===== src/rtl/input_cond_pkg.sv =====
// input_cond_pkg: shared key FSM states, parameter defaults and counter sizing for input_conditioner.
package input_cond_pkg;
`ifdef AUTO_REPEAT_EN
  typedef enum logic [1:0] {IDLE, HOLD_DELAY, REPEAT} key_state_t;
`else
  typedef enum logic {IDLE, HELD} key_state_t;
`endif
  localparam int DEF_SYNC_STAGES = 2;
  localparam int DEF_DEBOUNCE_CYCLES = 500000;
  localparam int DEF_REPEAT_DELAY = 25000000;
  localparam int DEF_REPEAT_PERIOD = 12500000;
  function automatic int cnt_w(input int n);
    return $clog2(n);
  endfunction
endpackage


===== src/rtl/input_conditioner_sync_debounce.sv =====
// sync_debounce: flop-chain synchroniser followed by a stable-count debouncer for one raw input.
module sync_debounce
  import input_cond_pkg::*;
#(
  parameter int SYNC_STAGES = DEF_SYNC_STAGES,
  parameter int DEBOUNCE_CYCLES = DEF_DEBOUNCE_CYCLES,
  parameter logic RESET_VAL = 1'b0
) (
  input  logic Clock,
  input  logic Reset,
  input  logic raw,
  output logic level
);
  localparam int CW = cnt_w(DEBOUNCE_CYCLES);
  logic [SYNC_STAGES-1:0] sync;
  logic [CW-1:0] cnt;
  // The counter only runs while the synced level disagrees, so it clears before it could wrap.
  always_ff @(posedge Clock) begin
    if (Reset) begin
      sync  <= {SYNC_STAGES{RESET_VAL}};
      level <= RESET_VAL;
      cnt   <= '0;
    end else begin
      sync <= {sync[SYNC_STAGES-2:0], raw};
      if (sync[SYNC_STAGES-1] == level) cnt <= '0;
      else if (cnt == CW'(DEBOUNCE_CYCLES - 1)) begin
        level <= ~level;
        cnt   <= '0;
      end else cnt <= cnt + CW'(1);
    end
  end
endmodule


===== src/rtl/input_conditioner.sv =====
// input_conditioner: debounced W level and one-cycle Step strobe per key press.
// Define AUTO_REPEAT_EN to add hold-to-repeat Step pulses.
module input_conditioner
  import input_cond_pkg::*;
#(
  parameter int SYNC_STAGES = DEF_SYNC_STAGES,
  parameter int DEBOUNCE_CYCLES = DEF_DEBOUNCE_CYCLES,
  parameter int REPEAT_DELAY = DEF_REPEAT_DELAY,
  parameter int REPEAT_PERIOD = DEF_REPEAT_PERIOD
) (
  input  logic Clock,
  input  logic Reset,
  input  logic KeyN,
  input  logic SwW,
  output logic WOut,
  output logic KeyHeld,
  output logic Step
);
  key_state_t state, state_next;
  logic step_next;
  sync_debounce #(.SYNC_STAGES(SYNC_STAGES), .DEBOUNCE_CYCLES(DEBOUNCE_CYCLES), .RESET_VAL(1'b0)) u_sw (
    .Clock(Clock), .Reset(Reset), .raw(SwW), .level(WOut)
  );
  // Inverting before the chain makes the key chain's reset value of 0 mean "not pressed".
  sync_debounce #(.SYNC_STAGES(SYNC_STAGES), .DEBOUNCE_CYCLES(DEBOUNCE_CYCLES), .RESET_VAL(1'b0)) u_key (
    .Clock(Clock), .Reset(Reset), .raw(~KeyN), .level(KeyHeld)
  );
`ifdef AUTO_REPEAT_EN
  localparam int TW = cnt_w(REPEAT_DELAY > REPEAT_PERIOD ? REPEAT_DELAY : REPEAT_PERIOD);
  logic [TW-1:0] timer, timer_next;
  always_comb begin
    state_next = state;
    step_next  = 1'b0;
    timer_next = '0;
    case (state)
      IDLE: begin
        state_next = KeyHeld ? HOLD_DELAY : IDLE;
        step_next  = KeyHeld;
      end
      HOLD_DELAY: begin
        state_next = !KeyHeld ? IDLE : timer == TW'(REPEAT_DELAY - 1) ? REPEAT : HOLD_DELAY;
        step_next  = KeyHeld && timer == TW'(REPEAT_DELAY - 1);
        timer_next = (state_next == HOLD_DELAY) ? timer + TW'(1) : '0;
      end
      default: begin
        state_next = KeyHeld ? REPEAT : IDLE;
        step_next  = KeyHeld && timer == TW'(REPEAT_PERIOD - 1);
        timer_next = (KeyHeld && !step_next) ? timer + TW'(1) : '0;
      end
    endcase
  end
  always_ff @(posedge Clock) begin
    if (Reset) begin
      state <= IDLE;
      Step  <= 1'b0;
      timer <= '0;
    end else begin
      state <= state_next;
      Step  <= step_next;
      timer <= timer_next;
    end
  end
`else
  always_comb begin
    state_next = KeyHeld ? HELD : IDLE;
    step_next  = (state == IDLE) && KeyHeld;
  end
  always_ff @(posedge Clock) begin
    if (Reset) begin
      state <= IDLE;
      Step  <= 1'b0;
    end else begin
      state <= state_next;
      Step  <= step_next;
    end
  end
`endif
endmodule


===== config.mk =====
export PLATFORM = sky130hd
export DESIGN_NAME = input_conditioner
export DESIGN_NICKNAME = d
export VERILOG_FILES = /design/src/rtl/input_cond_pkg.sv /design/src/rtl/input_conditioner_sync_debounce.sv /design/src/rtl/input_conditioner.sv
export SDC_FILE = /design/constraint.sdc
export NUM_CORES = 1
export LEC_CHECK = 0
export BUFFER_PORTS_ARGS = -buffer_cell sky130_fd_sc_hd__buf_2
export CORE_MARGIN = 3
export CORE_UTILIZATION = 35
export CTS_BUF_LIST = sky130_fd_sc_hd__clkbuf_8 sky130_fd_sc_hd__clkbuf_16
export DETAILED_ROUTE_END_ITERATION = 10
export SLEW_MARGIN = 30
export SYNTH_ARGS = -nofsm -noshare
export SYNTH_HDL_FRONTEND = slang
export SYNTH_SLANG_ARGS = --single-unit
export TNS_END_PERCENT = 30

===== constraint.sdc =====
create_clock -name Clock -period 2.5 [get_ports Clock]
set_clock_uncertainty 0.15 [all_clocks]
set_input_delay 0.5 -clock Clock [delete_from_list [all_inputs] [get_ports Clock]]
set_output_delay 0.5 -clock Clock [all_outputs]
set_load 0.02 [all_outputs]

== Yosys cells after proc, flatten, opt, wreduce, memory -nomap -nowiden ==
Cells that the tools add are included.

* Shifts and indexed selects: 0
* Div/mod/pow operators: 0
* Bitwise logic cells: 6
* Multipliers: 0
* $add $sub $neg: 2
* Multiplexer cells: 1
* Equal/unequal tests: 4
* $lt $le $gt $ge: 0
* Reduce and logical (&&, ||, !) cells: 5

{| class="wikitable"
|+ Operators by type and width
! kind !! count
|-
| $add 19x1->19 const B || 2
|-
| $eq 19x19->1 const B || 2
|-
| $not 1->1 || 6
|-
| $reduce_or 3->1 || 2
|-
| $reduce_and 2->1 || 2
|-
| $eq 1x1->1 || 2
|-
| $logic_and 1x1->1 || 1
|-
| $mux 1 || 1
|}

* Bits in read-only memories: 0
* Memories: 0
* Register bits: 46
* Output and inout port bits: 3
* Latch bits: 0
* Word-level logic and storage cells: 26
* Input port bits: 4
* Memory bits (writable): 0

== Depth between registers and ports, before layout ==
Gate-level depths: netlist (run 1).

* Depth in word-level cells: 3
* Mapped depth: 7
* Mapped depth without buffers: 5

== Cells and area by module ==
A second synthesis (run 1) with hierarchy kept.

* Cells, all modules: 230
* Area, all modules: 2,057.0 µm²

{| class="wikitable"
|+ By module, submodules not included
! module !! area an instance (µm²) !! times used !! seq. area each (µm²) !! cells an instance
|-
| sync_debounce (u_key) || 998.5 || 1 || 440.4 || 113
|-
| sync_debounce (u_sw) || 996.0 || 1 || 440.4 || 112
|-
| input_conditioner || 62.6 || 1 || 40.0 || 5
|}

== Worst setup path after synthesis (run 1) ==
OpenSTA, ideal clock, no wires.

* Path type: flip-flop to flip-flop
* From: register u_sw.cnt[0]
* To: register u_sw.cnt[18]
* Required time: 2,280 ps
* Stages on the path, launching flop included: 6
* Setup time: 70 ps
* Path slack: 599 ps
* Arrival: 1,681 ps
* Period minus slack after synthesis: 1,901 ps
* Buffers on the path: 0
* Cells stage by stage: dfxtp_1 ha_1 nand4_2 or3_4 or3_1 a21oi_1

* Cells in the longest elaborated chain, start to end: 2
* Elaborated cells between the ends (all ways): 3
* Classes of those cells: 1 x add/sub; 1 x eq/ne; 1 x reduce/logical

{| class="wikitable"
|+ Ends and longest elaborated chain
! what !! RTL line !! text
|-
| start: declaration || input_conditioner_sync_debounce.sv:16 || <nowiki>logic [CW-1:0] cnt;</nowiki>
|-
| start signal: assignment || input_conditioner_sync_debounce.sv:29 || <nowiki>end else cnt <= cnt + CW'(1);</nowiki>
|-
| parallel branches: the longest is 2 deep, another holds $add 19x1->19 || - ||
|}

Parallel ways; which one is timed is not known.
A chain may end at the register's enable or synchronous reset.

== Worst setup path after layout (run 1) ==
Ends and elaborated chain as after synthesis.

==> results of run 1 <==
-- cell families (layout without fill, tap and decap cells) --
group | count (synthesis) | in the layout | share of synthesized area, %
simple gates | 118 | 118 | 32.5
flops | 46 | 46 | 44.9
xor+xnor | 28 | 28 | 11.9
compound gates | 22 | 22 | 6.46
buf+inv | 14 | 24 | 3.05
fa+ha+maj | 2 | 2 | 1.22
-- layout by cell type, fill, tap and decap left out, types with 2 or more instances in the layout --
master / count
a21oi_1: 9
and3_1: 4
and4_1: 2
buf_2: 6
buf_4: 2
clkbuf_8: 5
dfxtp_1: 46
ha_1: 2
inv_1: 9
nand2_1: 12
nand3_1: 12
nand4_1: 14
nor2_1: 35
nor2b_1: 6
nor3_1: 6
nor4_1: 5
nor4b_1: 4
o21ai_0: 7
o31ai_1: 2
o41ai_1: 2
or3_1: 6
or3_4: 3
or4_1: 2
xnor2_1: 15
xor2_1: 13
-- registers in the layout (all words and copies together), names as in the netlist --
signal and cells:
u_sw.cnt 19, u_sw.sync 2, state 1, Step 1, u_sw.level 1, u_key.cnt 19, u_key.sync 2, u_key.level 1
-- metal layers --
metal	up-vias	part of all wire, %	GRT usage [%]
met5	-	0	0
met3	7	2.9	3.25
li1	822	-	-
met2	18	47	18.0
met1	722	49	14.5
met4	0	1.6	5.56
-- cell type report --
cell class	instances	area, um^2	area share, %
Sequential cell	46	921	40.6
Multi-Input combinational cell	170	1070	47.2
Clock buffer	5	68.8	3.04
Tap cell	72	90.1	3.98
Clock inverter	3	41.3	1.82
Timing Repair Buffer	8	45.0	1.99
Inverter	8	30.0	1.33
-- worst max-delay path by stage --
| stage | startpoint | to | slack, ps | depth (start not counted) |
|---|---|---|---|---|
| finish | u_sw.cnt[0] | u_sw.cnt[18] | 460 | 5 |
| global route | u_sw.cnt[0] | u_sw.cnt[18] | 340 | 5 |
| CTS | u_sw.cnt[0] | u_sw.cnt[18] | 450 | 5 |
| detailed placement | u_sw.cnt[0] | u_sw.cnt[18] | 460 | 5 |
| global placement | u_sw.cnt[0] | u_sw.cnt[18] | 510 | 5 |
| floorplan | u_sw.cnt[0] | u_sw.cnt[18] | 600 | 5 |
-- metrics by stage --
step | utilization, % | total power [mW] | std cells | hold slack, ps
after floorplan | - | 0.766 | 230 | 217
after global placement | 38.4 | 0.772 | 304 | 222
after detailed placement | 38.4 | 0.773 | 304 | 229
after CTS | 40.4 | 1.32 | 312 | 179
after global routing | 40.4 | 1.35 | 312 | 182
final | 40.4 | 1.31 | 312 | 190
-- worst max-delay path, delay by kind of cell (launching register included) --
family | cells | cell delay [ps]
AO/OA/AOI/OAI | 1 | 140
adder cells (fa/ha/maj) | 1 | 240
flip-flops | 1 | 390
AND/OR/NAND/NOR | 3 | 1070
-- power by group --
part | switching (mW) | leakage (nW) | internal, mW
Sequential | 0.00219 | 0.371 | 0.736
Clock | 0.256 | 0.0556 | 0.294
Combinational | 0.0104 | 0.261 | 0.00641
Total | 0.269 | 0.688 | 1.04
==> impl_metrics.csv, run 1 <==
group,metric,value,unit
outcome,status,"finished, final reports clean",
cells_and_area,fill_cells,587,
timing,finalSetupTns,0,ps
logic_synthesis,synth-main-ff-cell,"dfxtp_1",
logic_synthesis,synth_top_area_share,44.9,%
worst_setup_path,worstPathCellList,"ha_1, nand4_2, or3_4, or3_1, a21oi_1",
floorplanning,core_area,0.00561,mm^2
pwr,power_density,576,mW/mm^2
logic_synthesis,yosysUniqueCellTypes,34,
worst_setup_path,crit_path_start_kind,"flip-flop",
detailed_routing,drc_errors,0,
timing,worst_pin_slew,402,ps
placement,portBuffers,6,
worst_setup_path,max_stage_delay,470,ps
worst_setup_path,critPathCaptureType,"flip-flop",
logic_synthesis,yosys.area.top_type,"dfxtp_1",
detailed_routing,wire_per_inst,11.4,um
logic_synthesis,synth_edf_count,0,
placement,place_area,0.00216,mm^2
cells_and_area,areaGrowthSynthToFinish,10.4,%
worst_setup_path,path_max_fanout,9,
logic_synthesis,synthCells,230,
grt,grt_max_degree,18,
worst_hold_path,min_path_type,"input pin to flip-flop",
cells_and_area,drive_gt1_share,10.0,%
logic_synthesis,synth_commonest_cells,"46 x dfxtp_1, 35 x nor2_1, 15 x xnor2_1",
clock_tree,cts_tree,"yes",
clock_tree,post_cts_buffers,0,
detailed_routing,wl,3570,um
logic_synthesis,seq_area_frac_synth,44.9,%
logic_synthesis,yosysMostFrequentCell,"dfxtp_1",
detailed_routing,drt_pass1_iterations,4,
grt,grt_usage,11.5,%
timing,fmax,0.490,GHz
cells_and_area,antennaDiodeCount,0,
cells_and_area,stdcell_area,0.00227,mm^2
timing,slew_headroom,73.1,%
clock_tree,clock_latency,300,ps
clock_tree,clock-sinks,46,
timing,hold_viol,0,
logic_synthesis,avgSynthCellArea,8.93,um^2
worst_setup_path,critical_path_required,2590,ps
clock_tree,cts.path.max_buffers,2,
worst_setup_path,worst_r2r_endpoint,"u_sw.cnt[18]",
grt,gr-total-overflow,0,
floorplanning,dieHeight,82.6,um
timing,finalWorstSetupSlack,458,ps
timing,grt_setup_unrepaired,"false",
floorplanning,start_util,36.6,%
logic_synthesis,synth_area,0.00205,mm^2
worst_hold_path,min-delay-start,"KeyN",
worst_hold_path,min_path_cells,2,
timing,period_needed,2040,ps
clock_tree,cts-buffers-inserted,5,
logic_synthesis,synthesis.nets,236,
grt,grt_pass1_vias,1390,
detailed_routing,via_count,1569,
worst_setup_path,critical_path_arrival,2130,ps
floorplanning,num_rows,27,
clock_tree,hold_buffers,0,
pwr,leakage,0.688,nW
worst_setup_path,rrSetupSlack,460,ps
pwr,vdd_drop_max,0.343,mV
worst_setup_path,r2r_cells,5,
clock_tree,cts-resized-gates,0,
placement,place_ws,456,ps
worst_setup_path,crit_slowest_cell,"or3_4",
placement,dp_hpwl,2530,um
floorplanning,io_pins,7,
cells_and_area,layout.nets,245,
flow_run,maxCapViolCount,0,
logic_synthesis,synth-seq-cells,46,
detailed_routing,drtAntennaViolNets,0,
timing,finalSetupViolations,0,
worst_hold_path,hold_path_end,"u_key.sync[0]",
timing,post-route-period-util,81.7,%
detailed_routing,via_per_inst,5.03,
logic_synthesis,yosysWarningCount,0,
placement,routabilityCongestion,0.807,
logic_synthesis,ys_top_cells_by_area,"dfxtp_1 45%, nor2_1 6.4%, xnor2_1 6.4%",
floorplanning,die_width,82.6,um
timing,drv_slew,0,
logic_synthesis,async_flop_share,0,%
clock_tree,cts_root_buffer,"clkbuf_8",
floorplanning,dieArea,0.00682,mm^2
grt,antenna_found_initial,0,
clock_tree,htree_levels,2,
grt,grt_first_pass_wirelength,6070,um
worst_setup_path,crit_type,"flip-flop to flip-flop",
detailed_routing,drt_iter0_drc,53,
clock_tree,clk_pin_slew,90,ps
worst_setup_path,regToRegStartpoint,"u_sw.cnt[0]",
Note: power is estimated with default switching activity, not from simulation.
==> run 2: changes to the inputs <==
==> constraint.sdc (replaced) <==
create_clock -name Clock -period 1.7 [get_ports Clock]
set_clock_uncertainty 0.15 [all_clocks]
set_input_delay 0.34 -clock Clock [delete_from_list [all_inputs] [get_ports Clock]]
set_output_delay 0.34 -clock Clock [all_outputs]
set_load 0.02 [all_outputs]
==> run 2 against run 1 <==
The run now ends with setup timing left; non-clock buffer count rose by 40; wire length increased by 19%; count of clock-buffer cells in the layout rose by 1; fmax grew 19%; core utilization up 7.2 points; via count grew 12%; final area grew 18%; worst hold slack worse by 160 ps; sequential cell count unchanged; register-to-register slack worse by 480 ps; highest routed layer unchanged; global-route usage increased by 2.6 points.
==> impl_metrics.csv, run 2 (synthesis results as in run 1) <==
group,metric,value,unit
outcome,status,"finished, violations left",
outcome,violations,"setup timing",
worst_hold_path,hold_path_end,"u_key.sync[0]",
detailed_routing,via_count,1764,
worst_setup_path,crit_type,"flip-flop to flip-flop",
pwr,vdd_drop_max,0.487,mV
cells_and_area,areaGrowthSynthToFinish,30.0,%
clock_tree,cts.path.max_buffers,2,
pwr,power_density,682,mW/mm^2
worst_setup_path,r2r_cells,5,
timing,slew_headroom,73.9,%
placement,portBuffers,6,
timing,finalWorstSetupSlack,-20.3,ps
placement,place_area,0.00249,mm^2
placement,dp_hpwl,3050,um
worst_setup_path,rrSetupSlack,-20,ps
floorplanning,dieHeight,82.6,um
detailed_routing,drt_iter0_drc,61,
floorplanning,core_area,0.00561,mm^2
timing,worst_pin_slew,388,ps
timing,hold_ws,29.5,ps
worst_setup_path,crit_path_start_kind,"flip-flop",
cells_and_area,layout_commonest_cell,"buf_4",
pwr,comb_power_share,1.8,%
grt,grt_pass1_vias,1659,
worst_hold_path,min_path_cells,2,
cells_and_area,antennaDiodeCount,0,
detailed_routing,drt_pass1_iterations,5,
pwr,power,1.82,mW
timing,fmax,0.581,GHz
timing,finalSetupTns,-20.3,ps
worst_setup_path,critical_path_required,1790,ps
timing,hold_viol,0,
detailed_routing,drc_errors,0,
pwr,switchingPower,0.399,mW
clock_tree,clock_latency,300,ps
worst_setup_path,regToRegStartpoint,"u_key.cnt[1]",
floorplanning,start_util,36.6,%
cells_and_area,drive_gt1_share,32.5,%
detailed_routing,wire_per_inst,12.1,um
timing,period_needed,1720,ps
worst_hold_path,min_path_type,"input pin to flip-flop",
cells_and_area,final_util,47.6,%
timing,post-route-period-util,101,%
floorplanning,dieArea,0.00682,mm^2
pwr,leakage,0.909,nW
cells_and_area,stdcell_count,352,
cells_and_area,top_regs,"u_key.cnt (19), u_sw.cnt (19)",
grt,gr-total-overflow,0,
clock_tree,cts_tree,"yes",
detailed_routing,wl,4260,um
floorplanning,die_width,82.6,um
detailed_routing,via_per_inst,5.01,
placement,dp_cells,340,
grt,grt_first_pass_wirelength,7450,um
grt,grt_max_degree,18,
worst_setup_path,path_max_fanout,5,
clock_tree,cts_root_buffer,"clkbuf_8",
timing,finalSetupViolations,1,
grt,grt_usage,14.1,%
clock_tree,htree_levels,2,
grt,antenna_found_initial,0,
pwr,clkPwrFrac,38.8,%
cells_and_area,stdcell_area,0.00267,mm^2
detailed_routing,drtAntennaViolNets,0,
clock_tree,clock-sinks,46,
pwr,seq_power_share,59.4,%
floorplanning,num_rows,27,
floorplanning,io_pins,7,
worst_hold_path,min-delay-start,"KeyN",
worst_setup_path,worst_r2r_endpoint,"u_key.level",
timing,grt_setup_unrepaired,"true",
cells_and_area,final_cell_mix,"41 x buf_4, 35 x nor2_1, 30 x dfxtp_1",
cells_and_area,layout.nets,285,
pwr,p_int,1.42,mW
clock_tree,hold_buffers,0,
timing,drv_slew,0,
pwr,p_sw_share,21.9,%
flow_run,maxCapViolCount,0,
clock_tree,clk_pin_slew,90,ps
worst_setup_path,critical_path_arrival,1810,ps
worst_setup_path,critPathCaptureType,"flip-flop",
clock_tree,cts-buffers-inserted,5,
placement,place_ws,-37.3,ps
placement,routabilityCongestion,0.765,
==> run 2: cell count changes in the layout (fill, tap and decap cells not counted), sizes merged <==
cell / delta
clkbuf: +1
bufinv: -1
clkinv: +1
inv: -1
buf: +40
==> run 2: how the worst max path moves through the flow <==
stage                        startpoint             to
after floorplan             u_sw.cnt[0]   u_sw.cnt[18]
after global placement    u_key.cnt[12]  u_key.cnt[17]
after detailed placement  u_key.cnt[10]  u_key.cnt[17]
after CTS                   u_sw.cnt[7]   u_sw.cnt[17]
after global routing       u_key.cnt[1]    u_key.level
final                      u_key.cnt[1]    u_key.level
==> run 2: critical path, cell delays in order (launching register included) <==
cell	delay, ps
dfxtp_2	360
ha_4	130
and4_4	200
nand4_1	230
or3_4	460
a21oi_2	120
==> run 2: what timing repair did <==
item                       CTS  global route
setup buffers                0             4
setup endpoints to repair    3            36
gates resized for setup      8            10
pin swaps                    3             7
==> run 2: power by group through the flow <==
stage               sequential, mW  clock (mW)  combinational [mW]
floorplan                     1.11           0              0.0179
global placement              1.11           0              0.0317
detailed placement            1.11           0              0.0319
CTS                           1.08       0.727              0.0320
global route                  1.08       0.776              0.0370
finish                        1.08       0.706              0.0326
==> run 2: final cells by class <==
cell class | count | area (um^2)
Inverter | 8 | 30.0
Tap cell | 72 | 90.1
Multi-Input combinational cell | 170 | 1150
Timing Repair Buffer | 48 | 358
Sequential cell | 46 | 948
Clock buffer | 6 | 82.6
Clock inverter | 2 | 12.5
Fill cell | 571 | 2940
==> run 2: layer usage <==
layer | part of all wire [%] | track usage [%] | wire [um] | up-vias
met5 | 0 | 0 | 0 | -
met4 | 1.0 | 4.41 | 44 | 0
met3 | 2.9 | 3.80 | 123 | 5
met2 | 48 | 22.8 | 2040 | 15
met1 | 48 | 18.1 | 2050 | 836
li1 | - | - | - | 908
